--- config.mk ---
export PLATFORM = sky130hd
export DESIGN_NAME = fifo_rd_stream
export DESIGN_NICKNAME = d
export VERILOG_FILES = /design/src/rtl/fifo_rd_pkg.sv /design/src/rtl/fifo_rd_skid.sv /design/src/rtl/fifo_rd_stream.sv
export SDC_FILE = /design/constraint.sdc
export NUM_CORES = 1
export LEC_CHECK = 0
export BUFFER_PORTS_ARGS = -buffer_cell sky130_fd_sc_hd__buf_2
export CAP_MARGIN = 20
export CORE_MARGIN = 2
export CORE_UTILIZATION = 40
export CTS_BUF_LIST = sky130_fd_sc_hd__clkbuf_16
export CTS_CLUSTER_SIZE = 24
export DETAILED_ROUTE_END_ITERATION = 7
export PLACE_DENSITY = 0.66
export SYNTH_ARGS = -nofsm -noshare
export SYNTH_HDL_FRONTEND = slang
export SYNTH_HIERARCHICAL = 1
export SYNTH_SLANG_ARGS = --single-unit
--- constraint.sdc ---
create_clock -name rclk -period 5.2 [get_ports rclk]
set_input_delay 0.26 -clock rclk [delete_from_list [all_inputs] [get_ports rclk]]
set_output_delay 0.26 -clock rclk [all_outputs]
set_load 0.02 [all_outputs]
--- src/rtl/fifo_rd_pkg.sv ---
// fifo_rd_pkg: shared types and default sizing for the FIFO read-side streamer.
//   state_t        : controller states (IDLE, RUN, DRAIN)
//   DEF_DSIZE      : default data width
//   DEF_BURST_LEN  : default beats per m_last burst (legal 1..256)
//   DEF_CNT_W      : default popped-word counter width
package fifo_rd_pkg;

    localparam int unsigned DEF_DSIZE     = 8;
    localparam int unsigned DEF_BURST_LEN = 4;
    localparam int unsigned DEF_CNT_W     = 16;

    typedef enum logic [1:0] {
        IDLE  = 2'd0,
        RUN   = 2'd1,
        DRAIN = 2'd2
    } state_t;

endpackage

--- src/rtl/fifo_rd_skid.sv ---
// fifo_rd_skid: 2-entry in-order output buffer.
//   clk, rst  : clock, synchronous active-high reset
//   push      : write push_data this cycle (caller guarantees occ < 2)
//   push_data : word to store
//   pop       : remove the oldest word this cycle (caller guarantees occ > 0)
//   head      : oldest stored word
//   occ       : number of stored words, 0..2
module fifo_rd_skid
    import fifo_rd_pkg::*;
#(
    parameter int unsigned DSIZE = DEF_DSIZE
) (
    input  logic             clk,
    input  logic             rst,
    input  logic             push,
    input  logic [DSIZE-1:0] push_data,
    input  logic             pop,
    output logic [DSIZE-1:0] head,
    output logic [1:0]       occ
);

    // slot0 always holds the oldest word; slot1 the younger one when occ==2
    logic [DSIZE-1:0] slot0;
    logic [DSIZE-1:0] slot1;

    always_ff @(posedge clk) begin
        if (rst) begin
            occ   <= '0;
            slot0 <= '0;
            slot1 <= '0;
        end else begin
            unique case ({push, pop})
                2'b10: begin
                    if (occ == 2'd0) slot0 <= push_data;
                    else             slot1 <= push_data;
                    occ <= occ + 2'd1;
                end
                2'b01: begin
                    slot0 <= slot1;
                    occ   <= occ - 2'd1;
                end
                2'b11: begin
                    // occupancy unchanged; shift and append to keep order
                    if (occ == 2'd2) begin
                        slot0 <= slot1;
                        slot1 <= push_data;
                    end else begin
                        slot0 <= push_data;
                    end
                end
                default: ;
            endcase
        end
    end

    assign head = slot0;

endmodule

--- src/rtl/fifo_rd_stream.sv ---
// fifo_rd_stream: pops a first-word-fall-through FIFO and presents the words
// as a valid/ready stream with m_last framing every BURST_LEN beats.
//   rclk, rrst      : clock, synchronous active-high reset
//   rdata, rempty   : FIFO head word and empty flag
//   rinc            : FIFO pop strobe
//   enable          : permits popping
//   m_data, m_valid : stream data / valid
//   m_ready         : downstream accept
//   m_last          : final beat of each burst
//   word_cnt        : words popped since reset (wraps)
//   busy            : controller not in IDLE
module fifo_rd_stream
    import fifo_rd_pkg::*;
#(
    parameter int unsigned DSIZE     = DEF_DSIZE,
    parameter int unsigned BURST_LEN = DEF_BURST_LEN,
    parameter int unsigned CNT_W     = DEF_CNT_W
) (
    input  logic             rclk,
    input  logic             rrst,
    input  logic [DSIZE-1:0] rdata,
    input  logic             rempty,
    output logic             rinc,
    input  logic             enable,
    output logic [DSIZE-1:0] m_data,
    output logic             m_valid,
    input  logic             m_ready,
    output logic             m_last,
    output logic [CNT_W-1:0] word_cnt,
    output logic             busy
);

    localparam int unsigned     BW        = (BURST_LEN > 1) ? $clog2(BURST_LEN) : 1;
    localparam logic [BW-1:0]   LAST_BEAT = BW'(BURST_LEN - 1);

    state_t           state;
    state_t           state_nxt;
    logic [1:0]       occ;
    logic [1:0]       occ_nxt;
    logic [DSIZE-1:0] head;
    logic             xfer;
    logic [BW-1:0]    beat_cnt;

    fifo_rd_skid #(
        .DSIZE(DSIZE)
    ) u_skid (
        .clk       (rclk),
        .rst       (rrst),
        .push      (rinc),
        .push_data (rdata),
        .pop       (xfer),
        .head      (head),
        .occ       (occ)
    );

    assign xfer    = m_valid & m_ready;
    assign occ_nxt = occ + {1'b0, rinc} - {1'b0, xfer};

    always_ff @(posedge rclk) begin
        if (rrst) state <= IDLE;
        else      state <= state_nxt;
    end

    always_comb begin
        state_nxt = state;
        unique case (state)
            IDLE:  if (enable) state_nxt = RUN;
            RUN:   if (!enable) state_nxt = (occ_nxt != 2'd0) ? DRAIN : IDLE;
            DRAIN: begin
                if (enable)                 state_nxt = RUN;
                else if (occ_nxt == 2'd0)   state_nxt = IDLE;
            end
            default: state_nxt = IDLE;
        endcase
    end

    // Outputs are forced low while rrst is held so a reset mid-burst is
    // invisible downstream from the cycle it is asserted. Popping is gated to
    // RUN so the first cycle after reset (IDLE) never pops.
    always_comb begin
        rinc    = 1'b0;
        m_valid = 1'b0;
        busy    = 1'b0;
        if (!rrst) begin
            rinc    = (state == RUN) & enable & ~rempty & (occ < 2'd2);
            m_valid = (occ != 2'd0);
            busy    = (state != IDLE);
        end
    end

    assign m_data = m_valid ? head : '0;
    assign m_last = m_valid & (beat_cnt == LAST_BEAT);

    always_ff @(posedge rclk) begin
        if (rrst) begin
            beat_cnt <= '0;
            word_cnt <= '0;
        end else begin
            if (xfer) beat_cnt <= (beat_cnt == LAST_BEAT) ? '0 : beat_cnt + BW'(1);
            if (rinc) word_cnt <= word_cnt + CNT_W'(1);
        end
    end

endmodule

==> flow_summary.json, run 1 <==
{
  "dieArea_um2": 5610,
  "die_h_um": 74.90,
  "drv_cap": 0,
  "cts_root_buffer": "clkbuf_16",
  "synth.area.top_cells": "dfxtp_1, a21oi_1, ha_1, o31ai_1, a311oi_1",
  "min_from": "m_ready",
  "gp_congestion": 0.7667,
  "drc": 0,
  "worst_ep_required_time_ps": 5400,
  "final.setup.tns_ps": 0,
  "htreeDepth": 2,
  "nNetsFinal": 283,
  "p_sw_share_pct": 21.87,
  "worst-path-max-fanout": 11,
  "antenna_cells": 0,
  "port-buffer-count": 40,
  "postCtsSetupRepairBufs": 0,
  "cts.repair.resized": 0,
  "hpwl_mm": 3.249,
  "cts_tree": "done",
  "ys.flop_type": "dfxtp_1",
  "via_per_inst": 5.377,
  "path_clk_slew_ps": 60,
  "switchingPower_w": 0.0001342,
  "pwr-share-seq_pct": 48.6,
  "rows": 25,
  "io_pins": 41,
  "synth_nets": 251,
  "final-setup-viol-count": 0,
  "grt-ovfl-total": 0,
  "syn_to_final_growth_pct": 16.86,
  "hold_buffers": 0,
  "ctsLongestPathBuffers": 2,
  "p_per_area_nw_per_um2": 261.1,
  "via_count": 1769,
  "cts_sinks": 38,
  "r2r-start": "u_skid/occ[1]$_SDFFE_PP0P_",
  "numCtsBuffers": 5,
  "r2r_cells": 7,
  "period_minus_slack_ps": 2759,
  "drive_gt1_share_pct": 20.61,
  "core-area_um2": 4786,
  "postRouteAntennaNets": 0,
  "rsz0062_at_grt": "no",
  "drv_slew": 0,
  "ys_ff_latch": 38,
  "p_int_w": 0.0004793,
  "grt_usage_pct": 17.07,
  "grt_antenna_before_repair": 0,
  "route.detailed.wl_per_inst_um": 13.79,
  "yosysSeqAreaShare_pct": 37.83,
  "die_w_um": 74.90,
  "grt_pass1_vias": 1582,
  "yosys.area.top_type_share_pct": 37.83,
  "grt_first_pass_wirelength_mm": 7.341,
  "clockPowerShare_pct": 46.1,
  "drtPass1Iterations": 4,
  "cp_slowest_cell": "nor2b_1",
  "fmax_mhz": 362.4,
  "rrSetupSlack_ps": 2440,
  "synth_top_cell_by_area": "dfxtp_1",
  "hold_viol_final": 0,
  "critPathLaunch": "u_skid/occ[1]$_SDFFE_PP0P_",
  "synth_edf_count": 0,
  "finClkSkew_ps": 5.669,
  "vdd_ir_drop_max_mv": 0.1484,
  "crit_type": "reg2reg",
  "drtIter0Drc": 78,
  "end_kind": "register",
  "wl_mm": 4.536,
  "combPwrFrac_pct": 5.3,
  "arrival_ps": 2960,
  "startpoint_type": "register",
  "status": "finished clean",
  "synth_cell_types": 41,
  "crit_end": "u_skid/slot1[2]$_SDFFE_PP0P_",
  "worst_skew_pair.late_latency_ps": 280,
  "worstMarginPinSlew_ps": 729.1,
  "cellLeakagePower_nw": 0.9503,
  "max_stage_delay_ps": 560,
  "r2r-end": "u_skid/slot1[2]$_SDFFE_PP0P_",
  "syn_inst": 230,
  "synth_warnings": 6,
  "min_period_over_period_pct": 53.06,
  "cp_cell_sequence": "nor4b_4 > nand2_1 > nor2_1 > ha_1 > nor2b_1 > o211ai_1 > a21oi_1",
  "initial_utilization_pct": 42.01,
  "finalInstanceArea_um2": 2350,
  "syn_area_um2": 2011,
  "synth_area_per_cell_um2": 8.742,
  "synthArstFlopShare_pct": 0,
  "placed_area_um2": 2215,
  "grt_max_degree": 43,
  "hold_path.class": "in2reg",
  "relSlewSlack_pct": 51.39
}
==> power groups by stage <==
| stage | clock, W | combinational, W | sequential (W) |
|---|---|---|---|
| after global routing | 0.000305 | 0.0000359 | 0.000299 |
| after floorplan | 0 | 0.0000231 | 0.000303 |
| after global placement | 0 | 0.0000322 | 0.000305 |
| final | 0.000283 | 0.0000323 | 0.000298 |
| after CTS | 0.000291 | 0.0000324 | 0.000298 |
| after detailed placement | 0 | 0.0000322 | 0.000305 |
==> logic make-up after synthesis <==
kind of cell	after synthesis	share of synthesized area, %
AND/OR/NAND/NOR	76	23.09
AO/OA/AOI/OAI	70	22.53
flip-flops	38	37.83
buffers and inverters	25	5.850
XOR/XNOR	12	5.227
adder cells (fa/ha/maj)	8	4.978
multiplexers	1	0.4978
==> per-layer routing <==
layer	part of all wire [%]	vias to the layer above	track usage, %	wire length (um)
met4	1.1	0	4.762	50
met3	5.4	5	4.819	244
met1	47	823	21.84	2142
met2	46	38	28.17	2098
li1	-	903	-	-
met5	0	-	0	0
==> worst max-delay path: cells and delay by family (launching register included) <==
family	cells	cell delay, ps
AND/OR/NAND/NOR	4	1600
adder cells (fa/ha/maj)	1	350
flip-flops	1	430
AO/OA/AOI/OAI	2	300
==> synth_stat cells (all sizes together) (2+ instances only) <==
cell type and count:
a21oi 26, a311oi 8, and2 12, and4 2, and4bb 2, buf 8, clkbuf 7, dfxtp 38
ha 8, inv 10, nand2 6, nand2b 2, nand3 15, nand3b 3, nand4 6, nor2 14
nor2b 2, o211ai 8, o21ai 15, o31ai 10, or3 6, xnor2 4, xor2 8
==> per-stage QoR <==
step                util (%)  worst slack (ps)  std cells  hold WS [ps]  power (W)
floorplan                  -              2642        230         373.5  0.0003258
global placement       46.27              2484        322         454.6  0.0003369
detailed placement     46.27              2453        322         461.0  0.0003369
CTS                    49.10              2426        329         236.8  0.0006220
global route           49.10              2072        329         254.5  0.0006401
finish                 49.10              2441        329         237.7  0.0006135
==> final cells by class <==
| type | instances | area (um^2) |
|---|---|---|
| fillers | 471 | 2436 |
| multi-input cells | 167 | 1132 |
| flip-flops and latches | 38 | 760.7 |
| repair buffers | 40 | 200.2 |
| clock buffers | 5 | 125.1 |
| well taps | 67 | 83.83 |
| inverters | 10 | 37.54 |
| clock inverters | 2 | 10.01 |
==> cell usage in the layout, fill, tap and decap left out, drive strengths merged, types with 2 or more instances in the layout <==
cell,n
nor2b,2
ha,8
nand3b,3
o31ai,10
dfxtp,38
nand4,6
inv,10
o211ai,8
and2,12
clkinv,2
xnor2,4
or3,6
xor2,8
and4,2
nor2,14
and4bb,2
clkbuf,5
a311oi,8
buf,40
a21oi,26
o21ai,15
nand2b,2
nand3,15
nand2,6
==> sequential cells by signal, summed over array words and instances (netlist names) <==
register / count
beat_cnt: 2
state: 2
u_skid/head: 8
u_skid/occ: 2
u_skid/slot1: 8
word_cnt: 16
==> worst min path at each step <==
stage	slack, ps	cells after the start	end
finish	240	3	beat_cnt[1]$_SDFFE_PP0P_
CTS	240	3	beat_cnt[1]$_SDFFE_PP0P_
detailed placement	460	2	u_skid/slot1[4]$_SDFFE_PP0P_
floorplan	370	2	state[0]$_SDFFE_PP0P_
global placement	450	2	u_skid/slot1[2]$_SDFFE_PP0P_
global route	250	3	state[0]$_SDFFE_PP0P_
Note: power is estimated with default switching activity, not from simulation.
==> run 2, diff against run 1 <==
Settings changed: ABC_AREA set to 1, PLACE_DENSITY 0.66 to 0.68.
Clock period 5.2 ns to 2.3 ns, I/O delays scaled along.
==> flow_summary.json, run 2 <==
{
  "status": "finished clean",
  "synth_top_cell_by_area": "dfxtp_1",
  "grt_max_degree": 20,
  "nNetsFinal": 407,
  "max_stage_delay_ps": 390,
  "synth.area.top_cells": "dfxtp_1, inv_1, nand2_1, nor2_1, nand3_1",
  "cts_tree": "done",
  "crit_end": "u_skid/head[0]$_SDFFE_PP0P_",
  "hpwl_mm": 3.841,
  "worst-path-max-fanout": 8,
  "final-setup-viol-count": 0,
  "power_w": 0.001390,
  "rows": 27,
  "route.detailed.wl_per_inst_um": 10.64,
  "cp_cell_sequence": "inv_1 > a21oi_1 > nand2_1 > inv_1 > inv_1 > ha_1 > inv_1 > nor2_4 > nor2_4 > nand3_1 > nand2_1 > inv_1",
  "ys.flop_type": "dfxtp_1",
  "initial_utilization_pct": 40.86,
  "cellLeakagePower_nw": 1.253,
  "grt_usage_pct": 16.80,
  "synth_top_cells_by_count": "inv_1, nand2_1, nor2_1",
  "synth_warnings": 6,
  "finClkSkew_ps": 6.798,
  "crit_type": "reg2reg",
  "synthArstFlopShare_pct": 0,
  "postCtsSetupRepairBufs": 0,
  "top_layer": "met4",
  "arrival_ps": 2170,
  "postRouteAntennaNets": 0,
  "hold_buffers": 0,
  "hold_path.class": "in2reg",
  "wl_met1_mm": 2.506,
  "syn_inst": 340,
  "cp_slowest_cell": "dfxtp_2",
  "r2r_cells": 12,
  "io_pins": 41,
  "grt-ovfl-total": 0,
  "cts_sinks": 38,
  "dr_wl_met2_mm": 2.156,
  "port-buffer-count": 40,
  "vdd_ir_drop_max_mv": 0.2851,
  "cp_common_cell": "inv_1",
  "syn_to_final_growth_pct": 19.32,
  "cts_root_buffer": "clkbuf_16",
  "rsz0062_at_grt": "no",
  "largest_reg_flops": 16,
  "path_clk_slew_ps": 50,
  "dr_wl_met3_um": 179,
  "synth_nets": 361,
  "gp_congestion": 0.8458,
  "layout_common_cells": "inv_1, nand2_1, nor2_1",
  "yosys.area.top_type_share_pct": 34.45,
  "grt_pass1_vias": 1880,
  "critPathLaunch": "u_skid/occ[0]$_SDFFE_PP0P_",
  "whs_ps": 85.74,
  "grt_first_pass_wirelength_mm": 8.438,
  "r2r-end": "u_skid/head[0]$_SDFFE_PP0P_",
  "mostFrequentLayoutCell": "inv_1",
  "worst_skew_pair.late_latency_ps": 270,
  "yosysSeqAreaShare_pct": 34.45,
  "end_kind": "register",
  "cp_top_family": "simple AND/OR/NAND/NOR gates",
  "rrSetupSlack_ps": 300,
  "synth_area_per_cell_um2": 6.495,
  "die_h_um": 78.30,
  "drive_gt1_share_pct": 18.35,
  "cts.repair.resized": 0,
  "regMostFlops": "word_cnt",
  "grt_antenna_before_repair": 0,
  "drtIter0Drc": 109,
  "wl_mm": 4.883,
  "ys_ff_latch": 38,
  "via_per_inst": 4.630,
  "drv_slew": 0,
  "hold_viol_final": 0,
  "numCtsBuffers": 5,
  "drc": 0,
  "die_w_um": 78.30,
  "p_per_area_nw_per_um2": 527.5,
  "via_count": 2125,
  "worstMarginPinSlew_ps": 373.3,
  "synth_edf_count": 0,
  "synth_cell_types": 26,
  "htreeDepth": 2,
  "drv_cap": 0,
  "final.setup.tns_ps": 0,
  "crit_buf_inv": 5,
  "worstSetupPathDepth": 12,
  "fmax_mhz": 499.9,
  "antenna_cells": 0,
  "ctsLongestPathBuffers": 2,
  "fin_util_pct": 48.75,
  "min_period_over_period_pct": 86.97,
  "worst_ep_required_time_ps": 2470,
  "period_minus_slack_ps": 2000,
  "relSlewSlack_pct": 74.92,
  "core-area_um2": 5405,
  "syn_area_um2": 2208,
  "drtPass1Iterations": 4,
  "r2r-start": "u_skid/occ[0]$_SDFFE_PP0P_",
  "dieArea_um2": 6131,
  "startpoint_type": "register"
}
run 2: changes by cell type after synthesis, moves of 6 or more:
cell / change
a21oi_1: -9
a311oi_1: -8
and2_1: -11
inv_1: +58
nand2_1: +62
nand3_1: +18
nor2_1: +42
o211ai_1: -8
o21ai_0: -7
o31ai_1: -9
or3_1: -6
xor2_1: -7
run 2: final cells by class:
| class | instances | area [um^2] |
|---|---|---|
| Clock buffer | 5 | 125.1 |
| Clock inverter | 3 | 12.51 |
| Fill cell | 566 | 2770 |
| Inverter | 72 | 270.3 |
| Multi-Input combinational cell | 225 | 1145 |
| Sequential cell | 38 | 762.0 |
| Tap cell | 72 | 90.09 |
| Timing Repair Buffer | 44 | 230.2 |
run 2: cell families after synthesis:
group / share of synthesized area (%)
xor+xnor: 2.380
compound gates: 5.723
fa+ha+maj: 4.533
buf+inv: 13.82
simple gates: 39.09
flops: 34.45
run 2: report_power, final:
part | switching (W) | internal (W) | leakage (nW)
registers | 0.00000625 | 0.000667 | 0.307
logic | 0.0000549 | 0.0000304 | 0.874
clock network | 0.000240 | 0.000391 | 0.0724
total | 0.000302 | 0.00109 | 1.25
run 2: how the worst min path moves through the flow:
stage | to | depth (start not counted) | from | slack (ps)
6_report | u_skid/slot1[3]$_SDFFE_PP0P_ | 3 | rdata[3] | 90
3_3_place_gp | u_skid/slot1[6]$_SDFFE_PP0P_ | 3 | rdata[6] | 360
3_5_place_dp | u_skid/slot1[3]$_SDFFE_PP0P_ | 3 | rdata[3] | 370
5_1_grt | word_cnt[10]$_SDFFE_PP0P_ | 2 | rrst | 110
4_1_cts | u_skid/slot1[3]$_SDFFE_PP0P_ | 3 | rdata[3] | 90
2_1_floorplan | u_skid/slot1[0]$_SDFFE_PP0P_ | 2 | rdata[0] | 250
run 2: metrics by stage:
stage | setup WS (ps) | std cells | cell area, um^2
finish | 299.7 | 459 | 2635
global route | 21.86 | 459 | 2635
CTS | 183.6 | 459 | 2631
detailed placement | 260.9 | 451 | 2494
global placement | 355.0 | 451 | 2494
floorplan | 78.19 | 340 | 2208
run 2: tightest hold or removal path, cell delays in order:
cell and delay, ps:
buf_2 90, nor2_1 40, nor2_1 80
run 2: layer usage:
layer | global-route usage, % | vias to the layer above
met5 | 0 | -
met4 | 4.561 | 0
met3 | 2.989 | 4
met2 | 27.33 | 45
met1 | 22.99 | 941
li1 | - | 1135
==> run 3, diff against run 2 <==
Settings changed: PLACE_DENSITY 0.68 to 0.66.
Clock period 2.3 ns to 2.1 ns, I/O delays scaled along.
==> flow_summary.json, run 3 (synthesis gave the netlist of run 2 again) <==
{
  "rsz0062_at_grt": "no",
  "drc": 0,
  "hold_viol_final": 0,
  "cp_top_family": "simple AND/OR/NAND/NOR gates",
  "grt_usage_pct": 17.23,
  "layout_common_cells": "inv_1, nand2_1, nor2_1",
  "crit_type": "reg2reg",
  "postRouteAntennaNets": 0,
  "hold_path.class": "in2reg",
  "worstMarginPinSlew_ps": 364.1,
  "io_pins": 41,
  "drive_gt1_share_pct": 18.91,
  "cp_cell_sequence": "inv_1 > a21oi_2 > nand2_1 > inv_2 > inv_1 > ha_1 > inv_1 > nor2_4 > nor2_4 > nand3_1 > nand2_1 > inv_1",
  "antenna_cells": 0,
  "nNetsFinal": 406,
  "regMostFlops": "word_cnt",
  "dieArea_um2": 6131,
  "crit_buf_inv": 5,
  "cts_sinks": 38,
  "cts_tree": "done",
  "fmax_mhz": 521.4,
  "die_h_um": 78.30,
  "final-setup-viol-count": 0,
  "p_per_area_nw_per_um2": 585.3,
  "ctsLongestPathBuffers": 2,
  "drtIter0Drc": 74,
  "syn_to_final_growth_pct": 19.26,
  "setup_slack_ps": 182.2,
  "vdd_ir_drop_max_mv": 0.3635,
  "worst_skew_pair.late_latency_ps": 280,
  "gp_congestion": 0.7837,
  "worst-path-max-fanout": 8,
  "wl_mm": 4.902,
  "max_stage_delay_ps": 390,
  "period_minus_slack_ps": 1918,
  "initial_utilization_pct": 40.86,
  "route.detailed.wl_per_inst_um": 10.70,
  "mostFrequentLayoutCell": "inv_1",
  "core-area_um2": 5405,
  "via_per_inst": 4.642,
  "grt_max_degree": 21,
  "relSlewSlack_pct": 75.54,
  "cts_root_buffer": "clkbuf_16",
  "pre_cts_ws_ps": 68.89,
  "min_period_over_period_pct": 91.32,
  "largest_reg_flops": 16,
  "htreeDepth": 2,
  "grt_first_pass_wirelength_mm": 8.438,
  "via_count": 2126,
  "grt-ovfl-total": 0,
  "drv_cap": 0,
  "final.setup.tns_ps": 0,
  "grt_antenna_before_repair": 0,
  "grt_pass1_vias": 1965,
  "postCtsSetupRepairBufs": 0,
  "die_w_um": 78.30,
  "cp_common_cell": "inv_1",
  "worst_ep_required_time_ps": 2270,
  "finClkSkew_ps": 5.529,
  "hpwl_mm": 3.733,
  "status": "finished clean",
  "drtPass1Iterations": 4,
  "startpoint_type": "register",
  "numCtsBuffers": 5,
  "rows": 27,
  "cellLeakagePower_nw": 1.246,
  "cp_slowest_cell": "dfxtp_2",
  "drv_slew": 0,
  "end_kind": "register",
  "path_clk_slew_ps": 60,
  "arrival_ps": 2090,
  "port-buffer-count": 40
}
==> run 3: power breakdown <==
| part | internal (W) | leakage, nW | switching, W | total (W) |
|---|---|---|---|---|
| logic | 0.0000329 | 0.866 | 0.0000586 | 0.0000915 |
| clock network | 0.000429 | 0.0724 | 0.000284 | 0.000713 |
| registers | 0.000730 | 0.307 | 0.00000678 | 0.000737 |
==> run 3: cell type report <==
class                           instances  area, um^2
Multi-Input combinational cell        225        1151
Tap cell                               72       90.09
Fill cell                             569        2771
Sequential cell                        38       762.0
Clock buffer                            5       125.1
Inverter                               72       270.3
Clock inverter                          3       12.51
Timing Repair Buffer                   43       222.7
==> run 3: per-layer routing <==
metal	up-vias	GRT usage, %	wire length [um]
li1	1130	-	-
met1	944	19.52	2135
met2	44	31.12	2437
met3	8	4.253	236
met4	0	6.491	92
met5	-	0	0
==> run 3: final timing paths <==
path	startpoint	to	slack, ps	cells after the start
setup / recovery	u_skid/occ[0]$_SDFFE_PP0P_	u_skid/head[5]$_SDFFE_PP0P_	180	12
hold / removal	rrst	u_skid/occ[0]$_SDFFE_PP0P_	60	2
hold reg to reg	beat_cnt[1]$_SDFFE_PP0P_	beat_cnt[1]$_SDFFE_PP0P_	490	2
setup reg to reg	u_skid/occ[0]$_SDFFE_PP0P_	u_skid/head[5]$_SDFFE_PP0P_	180	12
==> run 3: metrics by stage <==
step / power [W] / hold WS, ps / utilization [%] / cells / instance area [um^2]
final: 0.001542 / 57.06 / 48.73 / 458 / 2634
after global routing: 0.001607 / 72.47 / 48.73 / 458 / 2634
after CTS: 0.001561 / 70.24 / 48.61 / 458 / 2628
after detailed placement: 0.0008447 / 361.5 / 46.06 / 450 / 2490
after global placement: 0.0008430 / 352.3 / 46.06 / 450 / 2490
after floorplan: 0.0008121 / 239.9 / - / 340 / 2212
==> run 3: worst register-to-register path, cell delays in order, from the launching register on <==
cell     delay, ps
dfxtp_2        390
inv_1           80
a21oi_2        180
nand2_1        140
inv_2          130
inv_1           70
ha_1           220
inv_1          130
nor2_4          70
nor2_4         170
nand3_1        120
nand2_1         80
inv_1           40
==> run 3: what timing repair did <==
item	4_1_cts	5_1_grt
resized for setup	0	4
hold buffers	0	0
hold endpoints to repair	0	0
endpoints found under the setup margin	0	18
